`src/rtl/rx_link_pkg.sv`:
```
// Shared state encodings and parameter defaults for the receive link controller.
package rx_link_pkg;

    typedef logic [2:0] state_t;

    localparam state_t StIdle    = 3'd0;
    localparam state_t StHunt    = 3'd1;
    localparam state_t StConfirm = 3'd2;
    localparam state_t StLocked  = 3'd3;

    localparam int unsigned DefCommaLock   = 3;
    localparam int unsigned DefErrMax      = 4;
    localparam int unsigned DefGoodDec     = 16;
    localparam int unsigned DefSlipTimeout = 10;

    // Width-select code that is not a legal expander width.
    localparam logic [1:0] WidthRsvd = 2'b11;

endpackage

```
`src/rtl/rx_err_monitor.sv`:
```
// Error/good-symbol bookkeeping while locked; flags loss of lock when errors pile up.
module rx_err_monitor
    import rx_link_pkg::*;
#(
    parameter int unsigned ERR_MAX  = DefErrMax,
    parameter int unsigned GOOD_DEC = DefGoodDec
) (
    input  logic       clk,
    input  logic       rst,
    input  logic       symStb,
    input  logic       invalido,
    input  logic       clr,
    output logic [2:0] errCnt,
    output logic       lost
);

    localparam int unsigned GoodW = $clog2(GOOD_DEC + 1);

    logic [2:0]       err_q, err_d;
    logic [GoodW-1:0] good_q, good_d;

    always_comb begin
        err_d  = err_q;
        good_d = good_q;
        lost   = 1'b0;
        if (clr) begin
            err_d  = '0;
            good_d = '0;
        end else if (symStb) begin
            if (invalido) begin
                good_d = '0;
                // The error that reaches the limit drops lock; counters restart for the next lock.
                if (err_q >= 3'(ERR_MAX - 1)) begin
                    lost  = 1'b1;
                    err_d = '0;
                end else begin
                    err_d = err_q + 3'd1;
                end
            end else if (good_q >= GoodW'(GOOD_DEC - 1)) begin
                good_d = '0;
                if (err_q != '0) begin
                    err_d = err_q - 3'd1;
                end
            end else begin
                good_d = good_q + 1'b1;
            end
        end
    end

    always_ff @(posedge clk or negedge rst) begin
        if (!rst) begin
            err_q  <= '0;
            good_q <= '0;
        end else begin
            err_q  <= err_d;
            good_q <= good_d;
        end
    end

    assign errCnt = err_q;

endmodule

```
`src/rtl/rx_link_ctrl.sv`:
```
// Comma-alignment FSM with bit-slip timer and width-select register for the receive link.
module rx_link_ctrl
    import rx_link_pkg::*;
#(
    parameter int unsigned COMMA_LOCK   = DefCommaLock,
    parameter int unsigned ERR_MAX      = DefErrMax,
    parameter int unsigned GOOD_DEC     = DefGoodDec,
    parameter int unsigned SLIP_TIMEOUT = DefSlipTimeout
) (
    input  logic       clk,
    input  logic       rst,
    input  logic       enb,
    input  logic       symStb,
    input  logic       esK285,
    input  logic       invalido,
    input  logic [1:0] dataSIn,
    output logic       bitSlip,
    output logic       rxValid,
    output logic       syncLost,
    output logic [1:0] dataS,
    output logic [2:0] state,
    output logic [2:0] errCnt
);

    localparam int unsigned SlipW  = $clog2(SLIP_TIMEOUT + 1);
    localparam int unsigned CommaW = $clog2(COMMA_LOCK + 1);

    state_t            state_q, state_d;
    logic [SlipW-1:0]  slip_q, slip_d;
    logic [CommaW-1:0] comma_q, comma_d;
    logic              bit_slip_q, bit_slip_d;
    logic              sync_lost_q, sync_lost_d;
    logic              rx_valid_q;
    logic [1:0]        data_s_q, data_s_d;
    logic              locked, comma_ok, mon_lost;

    assign locked   = (state_q == StLocked);
    assign comma_ok = esK285 && !invalido;

    rx_err_monitor #(
        .ERR_MAX  (ERR_MAX),
        .GOOD_DEC (GOOD_DEC)
    ) u_err_monitor (
        .clk      (clk),
        .rst      (rst),
        .symStb   (symStb && locked),
        .invalido (invalido),
        .clr      (!enb || !locked),
        .errCnt   (errCnt),
        .lost     (mon_lost)
    );

    always_comb begin
        state_d    = state_q;
        slip_d     = slip_q;
        comma_d    = comma_q;
        bit_slip_d = 1'b0;
        if (!enb) begin
            state_d = StIdle;
            slip_d  = '0;
            comma_d = '0;
        end else begin
            case (state_q)
                StIdle: state_d = StHunt;
                StHunt: begin
                    if (symStb) begin
                        if (comma_ok) begin
                            state_d = StConfirm;
                            comma_d = CommaW'(1);
                            slip_d  = '0;
                        end else if (slip_q >= SlipW'(SLIP_TIMEOUT - 1)) begin
                            slip_d     = '0;
                            bit_slip_d = 1'b1;
                        end else begin
                            slip_d = slip_q + 1'b1;
                        end
                    end
                end
                StConfirm: begin
                    if (symStb) begin
                        if (invalido) begin
                            state_d = StHunt;
                            comma_d = '0;
                        end else if (esK285) begin
                            if (comma_q >= CommaW'(COMMA_LOCK - 1)) begin
                                state_d = StLocked;
                                comma_d = '0;
                            end else begin
                                comma_d = comma_q + 1'b1;
                            end
                        end
                    end
                end
                StLocked: begin
                    if (mon_lost) begin
                        state_d = StHunt;
                    end
                end
                default: begin
                    state_d = StIdle;
                    slip_d  = '0;
                    comma_d = '0;
                end
            endcase
        end
    end

    assign sync_lost_d = enb && locked && mon_lost;
    // Width is frozen while locked so the expander never changes mid-stream.
    assign data_s_d = (locked || dataSIn == WidthRsvd) ? data_s_q : dataSIn;

    always_ff @(posedge clk or negedge rst) begin
        if (!rst) begin
            state_q     <= StIdle;
            slip_q      <= '0;
            comma_q     <= '0;
            bit_slip_q  <= 1'b0;
            sync_lost_q <= 1'b0;
            rx_valid_q  <= 1'b0;
            data_s_q    <= 2'b00;
        end else begin
            state_q     <= state_d;
            slip_q      <= slip_d;
            comma_q     <= comma_d;
            bit_slip_q  <= bit_slip_d;
            sync_lost_q <= sync_lost_d;
            rx_valid_q  <= locked;
            data_s_q    <= data_s_d;
        end
    end

    assign bitSlip  = bit_slip_q;
    assign syncLost = sync_lost_q;
    assign rxValid  = rx_valid_q;
    assign dataS    = data_s_q;
    assign state    = state_q;

endmodule

```
`config.mk`:
```
export PLATFORM = sky130hd
export DESIGN_NAME = rx_link_ctrl
export DESIGN_NICKNAME = d
export VERILOG_FILES = /design/src/rtl/rx_link_pkg.sv /design/src/rtl/rx_err_monitor.sv /design/src/rtl/rx_link_ctrl.sv
export SDC_FILE = /design/constraint.sdc
export NUM_CORES = 1
export LEC_CHECK = 0
export CAP_MARGIN = 20
export CORE_UTILIZATION = 48
export CTS_CLUSTER_SIZE = 40
export DETAILED_ROUTE_END_ITERATION = 8
export PLACE_DENSITY_LB_ADDON = 0.2
export REMOVE_ABC_BUFFERS = 1
export SYNTH_ARGS = -nofsm -noshare
export SYNTH_HDL_FRONTEND = slang
export SYNTH_HIERARCHICAL = 1
export SYNTH_SLANG_ARGS = --single-unit
export TNS_END_PERCENT = 30
```
`constraint.sdc`:
```
create_clock -name clk -period 1.7 [get_ports clk]
set_input_delay 0.34 -clock clk [delete_from_list [all_inputs] [get_ports clk]]
set_output_delay 0.34 -clock clk [all_outputs]
set_load 0.05 [all_outputs]
```
Yosys cells after proc, flatten, opt, wreduce, memory -nomap -nowiden
Index checks and enable logic that the tools add are counted.
{ "classes": {"add_sub_neg": 5, "n_lt_le_gt_ge": 4, "eq_ne": 12, "muxes": 41, "n_reduce_logical": 20} }
{ "ops": {"columns": ["op", "count"], "rows": [
  ["$mux 3", 14],
  ["$mux 5", 4],
  ["$mux 4", 4],
  ["$mux 2", 7],
  ["$pmux 3 s4", 1],
  ["$mux 1", 9],
  ["$ne 3x3->1 const B", 3],
  ["$reduce_bool 3->1", 3],
  ["$ne 4x4->1 const B", 2],
  ["$pmux 4 s2", 1],
  ["$eq 3x2->1 const B", 2],
  ["$pmux 2 s3", 1],
  ["$reduce_and 6->1", 1],
  ["$add 5x1->5 const B", 1],
  ["$ge 5x4->1 const B", 1],
  ["$reduce_and 5->1", 1],
  ["$add 4x1->4 const B", 1],
  ["$ge 4x4->1 const B", 1],
  ["$logic_and 1x1->1", 4],
  ["$ne 2x2->1 const B", 2],
  ["$add 3x1->3 const B", 1],
  ["$eq 3x1->1 const B", 1],
  ["$ge 3x2->1 const B", 1],
  ["$logic_not 1->1", 3],
  ["other kinds (12)", 13]
]} }
{ "totals": {"reg_bits": 22, "out_inout_bits": 11, "elab_cells": 91} }

Depth between registers and ports, before layout
Gate-level depths: netlist of the first run.
{ "depth": {"ltp_word": 8, "ltp_mapped": 8, "depth_no_buf": 8} }

Hierarchy
The synthesis of the first run kept the hierarchy.
{ "by_module_without_submodules": {"columns": ["module", "instances", "cells_each", "area_per_inst_um2", "seq_area_each_um2"], "rows": [
  ["rx_link_ctrl", 1, 78, 739.5, 325.3],
  ["rx_err_monitor", 1, 59, 540.5, 200.2]
]} }

Worst setup path after synthesis of the first run
Ideal clock, no wire load.
{ "synth_path": {"path_kind": "register -> register", "start": "reg state_q[0] (netlist: state[0])", "end": "reg u_err_monitor.err_q[1] (netlist: u_err_monitor/errCnt[1])", "arrival_time_ns": 1.936, "required_ns": 1.571, "slack_ns": -0.365, "stages_incl_launch_ff": 7, "synth_period_minus_slack_ns": 2.065, "path_cell_list": "dfrtp_1 ha_1 nand2_1 nor4_4 a21oi_1 o21ai_0 o22ai_1"} }
{ "synth_between": {"elab_chain_cells": 5} }
{ "synth_lines": {"columns": ["element", "line_no", "source"], "rows": [
  ["start: declaration", "rx_link_ctrl.sv:28", "state_t state_q, state_d;"],
  ["start signal: assignment", "rx_link_ctrl.sv:114", "state_q <= StIdle;"],
  ["start signal: assignment", "rx_link_ctrl.sv:122", "state_q <= state_d;"],
  ["$eq 3x2->1 *", "rx_link_ctrl.sv:37", "assign locked = (state_q == StLocked);"],
  ["via locked", "rx_link_ctrl.sv:35", "logic locked, comma_ok, mon_lost;"],
  ["$logic_not 1->1", "rx_link_ctrl.sv:48", ".clr (!enb || !locked),"],
  ["$logic_or 1x1->1", "rx_link_ctrl.sv:48", null],
  ["$reduce_bool 3->1 (no line) / $reduce_bool 2->1 (equally long branches)", null, null],
  ["$reduce_and 3->1 (no line)", null, null],
  ["end signal: assignment", "rx_err_monitor.sv:55", "err_q <= err_d;"],
  ["end: declaration", "rx_err_monitor.sv:19", "logic [2:0] err_q, err_d;"]
]} }
The timed path passes the listed nets; every way through them passes the cells marked *.
A chain may end at the register's enable or synchronous reset.

Final worst setup path of the first run
{ "layout_path": {"start": "reg u_err_monitor.good_q[1]", "end": "reg u_err_monitor.good_q[3]"} }
{ "layout_between": {"elab_chain_cells": 5} }
{ "layout_lines": {"columns": ["element", "line_no", "source"], "rows": [
  ["start: declaration", "rx_err_monitor.sv:20", "logic [GoodW-1:0] good_q, good_d;"],
  ["start signal: assignment", "rx_err_monitor.sv:56", "good_q <= good_d;"],
  ["$add 5x1->5 / $ge 5x4->1 (equally long branches)", "rx_err_monitor.sv:45, rx_err_monitor.sv:39", null],
  ["$mux 5 *", "rx_err_monitor.sv:39", "end else if (good_q >= GoodW'(GOOD_DEC - 1)) begin"],
  ["$mux 5 *", "rx_err_monitor.sv:30", "if (invalido) begin"],
  ["$mux 5 *", "rx_err_monitor.sv:29", "end else if (symStb) begin"],
  ["$mux 5 *", "rx_err_monitor.sv:26", "if (clr) begin"]
]} }
Mark *: on every way between the ends. The rest lies on a longest branch, timed or not. The select of a mux whose other input is x is not followed.

==> impl_metrics.yaml, run 1 <==
final_layout:
  fin_util_pct: 72.3
  final_common_cell: "buf_4"
  final_cell_mix: "37 x buf_4, 21 x dfrtp_1, 14 x nand2_1"
  layout-drive-gt1-share_pct: 36.8
  fillers: 192
  nets: 207
  fin_cells: 215
  diodes: 0
  finalInstanceArea_mm2: 0.00181
  syn_to_final_growth_pct: 41.3
synth:
  synth.distinct_cells: 39
  avgSynthCellArea_um2: 9.34
  synth.yosys.seq_area_share_pct: 41.1
  syn-instance-count: 137
  netlist_area_mm2: 0.00128
  ys_seq_elements: 21
  yosysWarnings: 6
drt:
  wirelength_um: 2750
  dr_total_vias: 1141
  drt_iter0_drc: 23
  wl_per_cell_um: 12.8
  drtAntennaViolNets: 0
  detail_route.vias_per_cell: 5.31
  firstDrtPassIters: 4
  drcViolationCount: 0
sta:
  fin_crit_ps: 1660
  fin_crit_sh_pct: 97.9
  hold_viol_final: 0
  drv_slew: 0
  max_freq_mhz: 601
  fin_hold_ws_ps: 355
  rsz0062_at_grt: "yes"
  fin_skew_ps: 6.58
  setup_viol: 0
flow_run:
  drv_cap: 0
pwr:
  ir_worst_vdd_mv: 0.807
  cellPowerDensity_mw_per_mm2: 885
  finalPower_mw: 1.60
  leakagePower_nw: 0.867
grt:
  antenna_found_initial: 0
  grt_pass1_wl_um: 4220
  grt_pass1_vias: 979
  grt_overflow: 0
  grt_util_all_layers_pct: 20.7
  grt_max_degree: 22
critical_path:
  crit_fanout: 6
  cp-start-kind: "register"
  r2r_end: "u_err_monitor/good_q[3]"
  regToRegSetupSlack_ps: 40
  critical_path_class: "register to register"
  rr_startpoint: "u_err_monitor/good_q[1]"
  rr_worst_depth: 9
  required_ps: 1930
  arrival_ps: 1890
  worst_setup_path_end_kind: "register"
outcome:
  status: "complete, no violations"
clocking:
  clk-insertion-delay-late_ps: 310
  clock-sinks: 21
  cts_root_buf: "clkbuf_4"
  cts_buffers: 3
  clockBufferDepth: 2
  h-tree-depth: 1
  clkTransAtPathRegs_ps: 120
  cts_tree: "yes"
placement:
  hpwl_um: 2040
  placed_area_mm2: 0.00167
  place_inst: 209
  portBuffers: 17
  gp_congestion: 0.850
floorplanning:
  pin_count: 19
  die_w_um: 53.6
  placementRows: 18
  coreArea_mm2: 0.00250
  fp.dieH_um: 53.6
  start_util_pct: 51.2
  dieArea_mm2: 0.00288
hold_path:
  hp-class: "input port to asynchronous set/reset pin"
## area by class of cell
cell class / count / area (um^2) / share of cell area (%)
clock inverter: 1 / 5.00 / 0.277
tap: 30 / 37.5 / 2.08
multi-input combinational: 104 / 801 / 44.3
clock buffer: 3 / 22.5 / 1.25
sequential: 21 / 526 / 29.1
inverter: 10 / 37.5 / 2.08
timing repair buffer: 46 / 379 / 21.0
## layer usage
| metal | global-route usage [%] | vias up | wire length [um] |
|---|---|---|---|
| met1 | 26.6 | 542 | 1320 |
| met3 | 3.39 | 4 | 68 |
| met4 | 7.89 | 0 | 31 |
| met2 | 34.6 | 21 | 1330 |
| met5 | 0 | - | 0 |
| li1 | - | 574 | - |
## sequential cells by signal, indices dropped and copies added, names as in the netlist
name,flops
bitSlip,1
comma_q,2
dataS,2
rxValid,1
slip_q,4
state,2
syncLost,1
u_err_monitor/errCnt,3
u_err_monitor/good_q,5
## worst max-delay path, stage by stage (launching register included)
cell and delay (ps):
dfrtp_1 420, ha_2 190, and3_4 180, ha_4 160
nor4_4 110, buf_4 190, buf_6 100, a21o_1 100
nand2_1 60, o31ai_2 60
## metrics by stage
stage	setup TNS, ps	worst slack, ps
after floorplan	-3620	-362
after global placement	-2350	-230
after detailed placement	-2690	-283
after CTS	-189	-60.0
after global routing	-281	-72.5
final	0	35.3
## how the worst max path moves through the flow
stage / startpoint / slack (ps) / endpoint / cells past startpoint
detailed placement: enb / -280 / u_err_monitor/errCnt[0] / 6
CTS: u_err_monitor/good_q[1] / -60 / u_err_monitor/good_q[3] / 9
global route: u_err_monitor/errCnt[0] / -70 / u_err_monitor/errCnt[2] / 7
finish: u_err_monitor/good_q[1] / 40 / u_err_monitor/good_q[3] / 9
global placement: enb / -230 / u_err_monitor/errCnt[1] / 6
floorplan: state[0] / -360 / u_err_monitor/errCnt[1] / 6
## synth_stat cells
cell	count	area, um^2
a211o_1	1	8.76
xnor2_1	1	8.76
nor3_1	1	5.00
o21a_1	1	7.51
mux2i_1	2	20.0
and3_1	2	12.5
nor4_4	1	21.3
nor3b_2	1	12.5
ha_1	13	163
nor2b_1	2	12.5
a21boi_1	1	7.51
a21o_1	2	15.0
a21oi_1	3	15.0
nor3b_1	1	7.51
clkbuf_1	1	3.75
o22ai_1	4	25.0
o21ai_2	1	8.76
a21boi_2	1	11.3
o2bb2ai_1	2	17.5
a22o_2	1	10.0
conb_1	1	3.75
o41ai_1	1	8.76
o31a_1	1	8.76
buf_4	1	7.51
nand4_1	1	6.26
a211oi_1	1	7.51
and2_2	1	7.51
nand2b_1	5	31.3
inv_1	10	37.5
nor2_1	15	56.3
dfrtp_1	21	526
or3_1	1	6.26
nand4bb_1	1	11.3
o31ai_1	3	22.5
nand2_1	17	63.8
nor4b_1	1	8.76
nand3_1	6	30.0
o21ai_0	7	35.0
a41oi_1	1	8.76
## where the power goes
group | internal, mW | switching [mW]
logic | 0.348 | 0.424
clock network | 0.0878 | 0.157
registers | 0.545 | 0.0392
## cells by family after synthesis
kind of cell / count (synthesis) / synth area share (%)
buffers and inverters: 12 / 3.81
muxes: 2 / 1.56
AOI/OAI and AO/OA: 31 / 17.0
DFF: 21 / 41.1
adders and majority gates: 13 / 12.7
other: 1 / 0.293
and+or+nand+nor: 56 / 22.9
xor gates and xnor gates: 1 / 0.684
## timing repair
| item | in CTS | in global routing |
|---|---|---|
| hold buffers | 0 | 0 |
| resized for setup | 13 | 13 |
| pin swaps | 8 | 7 |
| endpoints found under the setup margin | 10 | 15 |
| buffers inserted | 1 | 1 |
Note: power is estimated with default switching activity, not from simulation.
==> inputs of run 2 (changes only) <==
--- a/config.mk
+++ b/config.mk
@@ -9,6 +9,7 @@
 export CORE_UTILIZATION = 48
 export CTS_CLUSTER_SIZE = 40
 export DETAILED_ROUTE_END_ITERATION = 8
+export GPL_ROUTABILITY_DRIVEN = 0
 export PLACE_DENSITY_LB_ADDON = 0.2
 export REMOVE_ABC_BUFFERS = 1
 export SYNTH_ARGS = -nofsm -noshare
==> results of run 2 <==
No change in the layout: final DEF, timing and power equal those of run 1.
